--- src/rtl/mem_req_arbiter_pkg.sv ---
// Shared memory-message layout and client identifiers for the two-client memory arbiter.
// Message widths depend on the opaque field width, so helper functions size the flat ports.
package mem_req_arbiter_pkg;

  typedef enum logic [2:0] {
    MEM_READ    = 3'd0,
    MEM_WRITE   = 3'd1,
    MEM_INIT    = 3'd2,
    MEM_AMO_ADD = 3'd3
  } mem_type_e;

  typedef enum logic {
    CLIENT0 = 1'b0,
    CLIENT1 = 1'b1
  } client_id_e;

  localparam int unsigned MEM_TYPE_BITS = 3;
  localparam int unsigned MEM_ADDR_BITS = 32;
  localparam int unsigned MEM_LEN_BITS  = 2;
  localparam int unsigned MEM_DATA_BITS = 32;
  localparam int unsigned MEM_TEST_BITS = 2;

  // Request: {type, opaque, addr, len, data}
  function automatic int unsigned mem_req_bits(input int unsigned opaq_bits);
    return MEM_TYPE_BITS + opaq_bits + MEM_ADDR_BITS + MEM_LEN_BITS + MEM_DATA_BITS;
  endfunction

  // Response: {type, opaque, test, len, data}
  function automatic int unsigned mem_resp_bits(input int unsigned opaq_bits);
    return MEM_TYPE_BITS + opaq_bits + MEM_TEST_BITS + MEM_LEN_BITS + MEM_DATA_BITS;
  endfunction

endpackage

--- src/rtl/mem_req_arbiter_grant_order_fifo.sv ---
// Records which client owns each outstanding request, oldest entry at head.
// Latency: head is combinational from storage; push is refused when full, pop when empty.
module grant_order_fifo #(
  parameter int unsigned p_depth = 4
) (
  input  logic                       clk,
  input  logic                       rst,
  input  logic                       push,
  input  logic                       push_id,
  input  logic                       pop,
  output logic                       full,
  output logic                       empty,
  output logic                       head,
  output logic [$clog2(p_depth):0]   count
);

  localparam int unsigned PW = $clog2(p_depth);
  localparam int unsigned CW = PW + 1;

  logic [p_depth-1:0] slots;
  logic [PW-1:0]      wr_ptr;
  logic [PW-1:0]      rd_ptr;
  logic               do_push;
  logic               do_pop;

  assign full    = (count == CW'(p_depth));
  assign empty   = (count == '0);
  assign do_push = push & ~full;
  assign do_pop  = pop & ~empty;
  assign head    = slots[rd_ptr];

  // Depth is a power of two, so pointer overflow is the modulo wrap.
  always_ff @(posedge clk) begin
    if (rst) begin
      wr_ptr <= '0;
      rd_ptr <= '0;
      count  <= '0;
    end else begin
      if (do_push) begin
        slots[wr_ptr] <= push_id;
        wr_ptr        <= wr_ptr + PW'(1);
      end
      if (do_pop) begin
        rd_ptr <= rd_ptr + PW'(1);
      end
      case ({do_push, do_pop})
        2'b10:   count <= count + CW'(1);
        2'b01:   count <= count - CW'(1);
        default: count <= count;
      endcase
    end
  end

endmodule

--- src/rtl/mem_req_arbiter.sv ---
// Round-robin arbiter sharing one in-order memory port between two clients; zero added latency.
// Requests stall while the grant-order FIFO is full; responses stall on the owning client's resp_rdy.
module mem_req_arbiter
  import mem_req_arbiter_pkg::*;
#(
  parameter int unsigned p_opaq_bits = 8,
  parameter int unsigned p_depth     = 4
) (
  input  logic                                   clk,
  input  logic                                   rst,

  input  logic                                   client0_req_val,
  output logic                                   client0_req_rdy,
  input  logic [mem_req_bits(p_opaq_bits)-1:0]   client0_req_msg,
  output logic                                   client0_resp_val,
  input  logic                                   client0_resp_rdy,
  output logic [mem_resp_bits(p_opaq_bits)-1:0]  client0_resp_msg,

  input  logic                                   client1_req_val,
  output logic                                   client1_req_rdy,
  input  logic [mem_req_bits(p_opaq_bits)-1:0]   client1_req_msg,
  output logic                                   client1_resp_val,
  input  logic                                   client1_resp_rdy,
  output logic [mem_resp_bits(p_opaq_bits)-1:0]  client1_resp_msg,

  output logic                                   mem_req_val,
  input  logic                                   mem_req_rdy,
  output logic [mem_req_bits(p_opaq_bits)-1:0]   mem_req_msg,
  input  logic                                   mem_resp_val,
  output logic                                   mem_resp_rdy,
  input  logic [mem_resp_bits(p_opaq_bits)-1:0]  mem_resp_msg
);

  localparam int unsigned CW = $clog2(p_depth) + 1;

  client_id_e      prio;
  client_id_e      winner;
  client_id_e      head;
  logic            head_bit;
  logic            full;
  logic            empty;
  logic            req_xfer;
  logic            resp_xfer;
  logic [CW-1:0]   count;

  always_comb begin
    winner = CLIENT0;
    if (client0_req_val & client1_req_val) begin
      winner = prio;
    end else if (client1_req_val) begin
      winner = CLIENT1;
    end
  end

  // Full blocks requests even when a pop lands in the same cycle, keeping resp->req free of comb paths.
  assign mem_req_val     = (client0_req_val | client1_req_val) & ~full;
  assign mem_req_msg     = (winner == CLIENT1) ? client1_req_msg : client0_req_msg;
  assign client0_req_rdy = client0_req_val & (winner == CLIENT0) & mem_req_rdy & ~full;
  assign client1_req_rdy = client1_req_val & (winner == CLIENT1) & mem_req_rdy & ~full;
  assign req_xfer        = mem_req_val & mem_req_rdy;

  assign head             = client_id_e'(head_bit);
  assign client0_resp_val = mem_resp_val & ~empty & (head == CLIENT0);
  assign client1_resp_val = mem_resp_val & ~empty & (head == CLIENT1);
  assign mem_resp_rdy     = ~empty & ((head == CLIENT1) ? client1_resp_rdy : client0_resp_rdy);
  assign resp_xfer        = mem_resp_val & mem_resp_rdy;
  assign client0_resp_msg = mem_resp_msg;
  assign client1_resp_msg = mem_resp_msg;

  always_ff @(posedge clk) begin
    if (rst) begin
      prio <= CLIENT0;
    end else if (req_xfer) begin
      prio <= client_id_e'(~winner);
    end
  end

  grant_order_fifo #(
    .p_depth (p_depth)
  ) u_fifo (
    .clk     (clk),
    .rst     (rst),
    .push    (req_xfer),
    .push_id (winner),
    .pop     (resp_xfer),
    .full    (full),
    .empty   (empty),
    .head    (head_bit),
    .count   (count)
  );

`ifndef SYNTHESIS
  function automatic string trace();
    string     g;
    string     r;
    mem_type_e t;
    t = mem_type_e'(mem_req_msg[mem_req_bits(p_opaq_bits)-1 -: MEM_TYPE_BITS]);
    g = req_xfer  ? $sformatf("req c%0d %s", winner, t.name()) : "req --";
    r = resp_xfer ? $sformatf("resp c%0d", head) : "resp --";
    return $sformatf("%s | %s | n=%0d", g, r, count);
  endfunction
`endif

endmodule
--- config.mk ---
export PLATFORM = sky130hd
export DESIGN_NAME = mem_req_arbiter
export DESIGN_NICKNAME = d
export VERILOG_FILES = /design/src/rtl/mem_req_arbiter_pkg.sv /design/src/rtl/mem_req_arbiter_grant_order_fifo.sv /design/src/rtl/mem_req_arbiter.sv
export SDC_FILE = /design/constraint.sdc
export NUM_CORES = 1
export LEC_CHECK = 0
export CAP_MARGIN = 20
export CORE_AREA = 5 5 147 149
export DETAILED_ROUTE_END_ITERATION = 8
export DIE_AREA = 0 0 152 154
export SLEW_MARGIN = 20
export SYNTH_ARGS = -nofsm -noshare
export SYNTH_HDL_FRONTEND = slang
export SYNTH_SLANG_ARGS = --single-unit
export TNS_END_PERCENT = 30
--- constraint.sdc ---
create_clock -name clk -period 2.7 [get_ports clk]
set_input_delay 0.54 -clock clk [delete_from_list [all_inputs] [get_ports clk]]
set_output_delay 0.54 -clock clk [all_outputs]
set_load 0.02 [all_outputs]
==> impl_metrics.toml, run 1 <==
[status]
outcome = "completed"

[placed_design]
dpl_cell_area_um2 = 4430
dp_hpwl_um = 9890
io_buffer_count = 244
gp_congestion = 0.844

[sta]
period_share_pct = 96.7
finClkSkew_ps = 2.54
finalHoldViolCount = 0
setup-violations-final = 0
rsz0062_at_grt = "no"
whs_ps = 515
finalSetupTns_ps = 0
relSlewSlack_pct = 72.6
layout_min_cycle_time_ps = 2610
slew_violations = 0
fmax_mhz = 383
worst_slew_pin_slew_ps = 408

[worst_setup_path]
timing.rr.end = "u_fifo.count[2]"
slowest_stage = "clkdlybuf4s50_1"
path_cells = "clkdlybuf4s50_1 -> o21ai_4 -> buf_12 -> buf_6 -> buf_4 -> nor2b_1 -> dlygate4sd2_1"
crit_required_ps = 2160
worstRegToRegCells = 10
slowest_delay_ps = 540
crit_fanout = 5
path_buf_inv = 5
crit_type = "input port to output port"
critPathTopFamily = "buffers and inverters"
r2r_start = "u_fifo.rd_ptr[1]"
cp_data_arrival_time_ps = 2070
ff2ff_setup_slack_ps = 260
cp-start-kind = "input port"
cp-end-kind = "output port"

[power]
power_w = 0.00132
cellLeakagePower_nw = 1.75
p_per_area_nw_per_um2 = 307
irDropWorstVdd_mv = 0.180

[drt]
drcViolationCount = 0
first_pass_iters = 4
wl_um = 12100
num_vias = 2329
viasPerCell = 3.41
routedWlPerCell_um = 17.7
ant_nets = 0
drt-initial-drc-count = 69

[cells_and_area]
flow.area_growth_from_synthesis_pct = 81.0
drive_gt1_share_pct = 44.1
final_util_pct = 21.4
diodes = 0
num-fill-cells = 2285
final_nets = 629
fin_area_um2 = 4300

[clocking]
clock-sinks = 12
path_clk_slew_ps = 40
cts_max_level = 1
cts_made_buffers = 3
cts_tree = "yes"
cts-root-buf = "clkbuf_16"
cts_buffer_depth = 2
insertion_delay_ps = 240

[floorplanning]
boundaryPins = 386
start_util_pct = 11.9
die_h_um = 154
die_area_um2 = 23400
core.rowCount = 52
die_w_um = 152
core_area_um2 = 20000

[global_routing]
grt_max_degree = 31
grt_pass1_vias = 2430
grt_remaining_overflow = 0
grt_pass1_wl_um = 15700
track_usage_pct = 8.62
antenna_found_initial = 0

[min_path]
hold_class = "flop to flop"
hold_path_startpoint = "u_fifo.count[2]"
whs_path_depth = 2
min_to = "u_fifo.count[2]"

[synth]
async_flop_share_pct = 0
synth_area_um2 = 2370
synth_area_leader_cell = "mux2_2"
syn-instance-count = 251
synthTopCellsByArea = "mux2_2 (37%), buf_4 (30%), dfxtp_1 (6.7%)"
synth_edf_count = 4
yosysSeqAreaShare_pct = 11.8
ys_ff_latch = 12
syn_nets = 466
avgSynthCellArea_um2 = 9.46
synth_cell_type_count = 29
yosysWarnings = 0
synth_top_area_share_pct = 37.5
synth_ff_type = "dfxtp_1"

[job]
drv_cap = 0
[routing by layer]
layer	GRT usage [%]	vias to the layer above	wire, um
li1	-	1080	-
met1	8.69	1023	4130
met2	16.0	196	6310
met3	3.79	30	1320
met4	2.70	0	306
met5	0	-	0
[stage by stage]
stage,setup slack (ps),cells
3_3_place_gp,-434,667
6_report,88.8,683
3_5_place_dp,-423,667
2_1_floorplan,500,251
4_1_cts,-188,674
5_1_grt,25.1,683
[timing repair]
action | in CTS | in global routing
gates cloned | 1 | 3
endpoints found under the setup margin | 78 | 78
hold buffers | 0 | 0
pin swaps | 1 | 1
resized for setup | 237 | 59
buffers inserted | 2 | 7
[where the power goes]
| part | internal, W | switching (W) | total [W] |
|---|---|---|---|
| Sequential | 0.000205 | 0.0000179 | 0.000223 |
| Clock | 0.000194 | 0.0000712 | 0.000266 |
| Combinational | 0.000470 | 0.000363 | 0.000832 |
| Total | 0.000870 | 0.000452 | 0.00132 |
[synth_stat cells (2+ instances only)]
| cell | instances |
|---|---|
| edfxtp_1 | 4 |
| and2_1 | 6 |
| inv_1 | 8 |
| buf_4 | 94 |
| buf_6 | 8 |
| dfxtp_1 | 8 |
| mux2i_1 | 4 |
| mux2_2 | 79 |
| nor2_1 | 10 |
| ha_1 | 5 |
| a21oi_1 | 4 |
| xor2_1 | 2 |
| nor2b_1 | 2 |
| nor3_1 | 2 |
[cell families after synthesis]
group           share of synthesized area (%)
compound gates                           2.95
xor+xnor                                 1.11
buf+inv                                  34.9
mux                                      40.3
simple gates                             5.48
fa+ha+maj                                3.48
flops                                    11.8
[registers in the layout, indices dropped and copies added (netlist names)]
register / flops
u_fifo.slots: 4
u_fifo.count: 3
u_fifo.rd_ptr: 2
u_fifo.wr_ptr: 2
prio: 1
[worst reg2reg max path: stages (launching register included)]
cell     delay, ps
dfxtp_1        380
mux2i_1        290
mux2_2         240
mux2i_1        110
nor2_1         120
ha_1           200
inv_1           70
fa_1           380
xor2_1         160
or3_1          300
a21oi_1        130
[worst max-delay path by stage]
stage	start	endpoint	slack, ps	cells past startpoint
6_report	client1_req_val	client1_req_rdy	90	7
5_1_grt	u_fifo.rd_ptr[1]	mem_resp_rdy	30	5
4_1_cts	client0_req_val	mem_req_msg[21]	-190	7
3_5_place_dp	client0_req_val	mem_req_msg[75]	-420	6
3_3_place_gp	client0_req_val	mem_req_msg[75]	-430	6
2_1_floorplan	u_fifo.rd_ptr[1]	u_fifo.count[2]	500	10
[cells in the final DEF (no fill, tap or decap), drive strengths merged, types with 5 or more instances in the layout]
cell           synthesis  final
clkdlybuf4s50          0    164
and2                   6      6
buf                  102     66
clkbuf                 1     32
mux2                  81     81
dfxtp                  8      8
inv                    8      8
nor2                  10     10
ha                     5      5
[final cells by class]
| class | count | area [um^2] | area share [%] |
|---|---|---|---|
| Clock buffer | 3 | 75.1 | 1.75 |
| Clock inverter | 1 | 3.75 | 0.0873 |
| Inverter | 8 | 30.0 | 0.699 |
| Multi-Input combinational cell | 128 | 1280 | 29.7 |
| Sequential cell | 12 | 280 | 6.52 |
| Tap cell | 270 | 338 | 7.86 |
| Timing Repair Buffer | 261 | 2290 | 53.4 |
Note: power is estimated with default switching activity, not from simulation.
==> run 2: changes to the inputs <==
--- a/config.mk
+++ b/config.mk
@@ -6,11 +6,12 @@
 export NUM_CORES = 1
 export LEC_CHECK = 0
 export CAP_MARGIN = 20
-export CORE_AREA = 5 5 147 149
+export CORE_AREA = 5 5 146 148
 export DETAILED_ROUTE_END_ITERATION = 8
-export DIE_AREA = 0 0 152 154
+export DIE_AREA = 0 0 151 153
+export DONT_BUFFER_PORTS = 1
 export SLEW_MARGIN = 20
 export SYNTH_ARGS = -nofsm -noshare
 export SYNTH_HDL_FRONTEND = slang
 export SYNTH_SLANG_ARGS = --single-unit
-export TNS_END_PERCENT = 30
+export TNS_END_PERCENT = 1
==> run 2 against run 1 <==
Non-clock buffer count fell by 259. Power fell by 29%. Sequential cell count did not move. Via count fell by 41%. Critical endpoint is now u_fifo.count[2]. Sequential share of layout area rose by 7.3 points. Clock-buffer cell count did not move. Clock skew fell by 1.5 ps. Register-to-register slack improved by 60 ps. Global-route usage fell by 2.6 points. Clock power rose by 3%. Hold slack got worse by 150 ps. Final area fell by 53%.
==> impl_metrics.toml, run 2 (synthesis results as in run 1) <==
[global_routing]
antenna_found_initial = 2
grt_pass1_vias = 1428
grt_pass1_wl_um = 10300
grt_max_degree = 61
track_usage_pct = 6.03
grt_remaining_overflow = 0

[power]
power_w = 0.000934
p_per_area_nw_per_um2 = 460
cellLeakagePower_nw = 0.658
irDropWorstVdd_mv = 0.163

[sta]
relSlewSlack_pct = 71.2
finalHoldViolCount = 0
slew_violations = 0
setup-violations-final = 0
layout_min_cycle_time_ps = 2380
rsz0062_at_grt = "no"
worst_slew_pin_slew_ps = 431
finalSetupTns_ps = 0
fmax_mhz = 420
finClkSkew_ps = 1.01
whs_ps = 367
period_share_pct = 88.2

[worst_setup_path]
crit_required_ps = 2870
crit_type = "flop to flop"
path_buf_inv = 1
slowest_stage = "dfxtp_1"
timing.rr.end = "u_fifo.count[2]"
r2r_start = "u_fifo.rd_ptr[1]"
path_common_cell = "mux2i_1"
critPathTopFamily = "multiplexers"
cp_data_arrival_time_ps = 2550
worstRegToRegCells = 10
ff2ff_setup_slack_ps = 320
crit_fanout = 4
slowest_delay_ps = 400
cp-start-kind = "flop"
cp.depth = 10
cp-end-kind = "flop"
path_cells = "mux2i_1 -> mux2_2 -> mux2i_1 -> nor2_1 -> ha_1 -> inv_1 -> fa_1 -> xor2_1 -> or3_1 -> a21oi_1"

[floorplanning]
core.rowCount = 52
core_area_um2 = 19900
die_area_um2 = 23100
start_util_pct = 11.9
die_w_um = 151
boundaryPins = 386
die_h_um = 153

[placed_design]
io_buffer_count = 0
gp_congestion = 0.697
dp_hpwl_um = 7330
placed_cells = 420

[clocking]
path_clk_slew_ps = 40
cts-root-buf = "clkbuf_16"
cts_tree = "yes"
clock-sinks = 12
insertion_delay_ps = 240
cts_max_level = 1
cts_made_buffers = 3
postCtsSetupBuffers = 0
ctsResizeCount = 0
cts_buffer_depth = 2
hold_buffers = 0

[min_path]
min_to = "u_fifo.count[0]"
hold_path_startpoint = "rst"
hold_class = "input port to flop"
whs_path_depth = 1

[drt]
met1_length_um = 2860
ant_nets = 0
drt-initial-drc-count = 55
wl_um = 8170
routedWlPerCell_um = 19.2
wl_met3_um = 1190
num_vias = 1365
top_layer = "met5"
first_pass_iters = 4
drcViolationCount = 0
wl_met2_um = 3750
viasPerCell = 3.21

[job]
drv_cap = 0

[cells_and_area]
finalNonFillerCells = 425
final_nets = 370
largest_reg_flops = 4
final_cell_mix = "mux2_2 (79), nor2_1 (10), inv_1 (8), dfxtp_1 (8), and2_1 (6)"
drive_gt1_share_pct = 57.1
num-fill-cells = 2348
reg.largest.list = "u_fifo.slots x4, u_fifo.count x3"
flow.area_growth_from_synthesis_pct = -14.5
final_common_cell = "mux2_2"
regMostFlops = "u_fifo.slots"

[status]
outcome = "completed"
run 2: worst register-to-register path: stages, from the launching register on:
cell and delay, ps:
dfxtp_1 400, mux2i_1 270, mux2_2 220, mux2i_1 90
nor2_1 100, ha_1 190, inv_1 60, fa_1 370
xor2_1 160, or3_1 300, a21oi_1 140
run 2: cell type report:
cell class / instances / area, um^2 / share of cell area [%]
tap: 270 / 338 / 16.6
antenna: 1 / 2.50 / 0.123
multi-input combinational: 128 / 1270 / 62.7
sequential: 12 / 280 / 13.8
inverter: 8 / 30.0 / 1.48
timing repair buffer: 2 / 27.5 / 1.36
clock buffer: 3 / 75.1 / 3.70
clock inverter: 1 / 3.75 / 0.185
run 2: worst max path at each step:
stage,from,end
after global routing,u_fifo.rd_ptr[1],u_fifo.count[2]
after detailed placement,u_fifo.rd_ptr[1],u_fifo.count[2]
after global placement,u_fifo.rd_ptr[1],u_fifo.count[2]
after floorplan,u_fifo.rd_ptr[1],u_fifo.count[2]
final,u_fifo.rd_ptr[1],u_fifo.count[2]
after CTS,u_fifo.rd_ptr[1],u_fifo.count[2]
run 2: metal layers:
metal	up-vias	global-route usage, %
met1	604	6.92
li1	562	-
met2	155	9.21
met3	42	2.78
met4	2	3.37
met5	-	0
run 2: where the power goes:
group | total (W) | internal, W | switching, W
combinational | 0.000438 | 0.000155 | 0.000283
clock | 0.000273 | 0.000195 | 0.0000784
sequential | 0.000223 | 0.000205 | 0.0000174
total | 0.000934 | 0.000555 | 0.000379
run 2: through the flow:
step	utilization (%)	instance area (um^2)	setup slack [ps]
2_1_floorplan	-	2370	500
3_3_place_gp	9.79	1950	413
3_5_place_dp	9.79	1950	331
4_1_cts	10.2	2030	302
5_1_grt	10.2	2030	151
6_report	10.2	2030	319
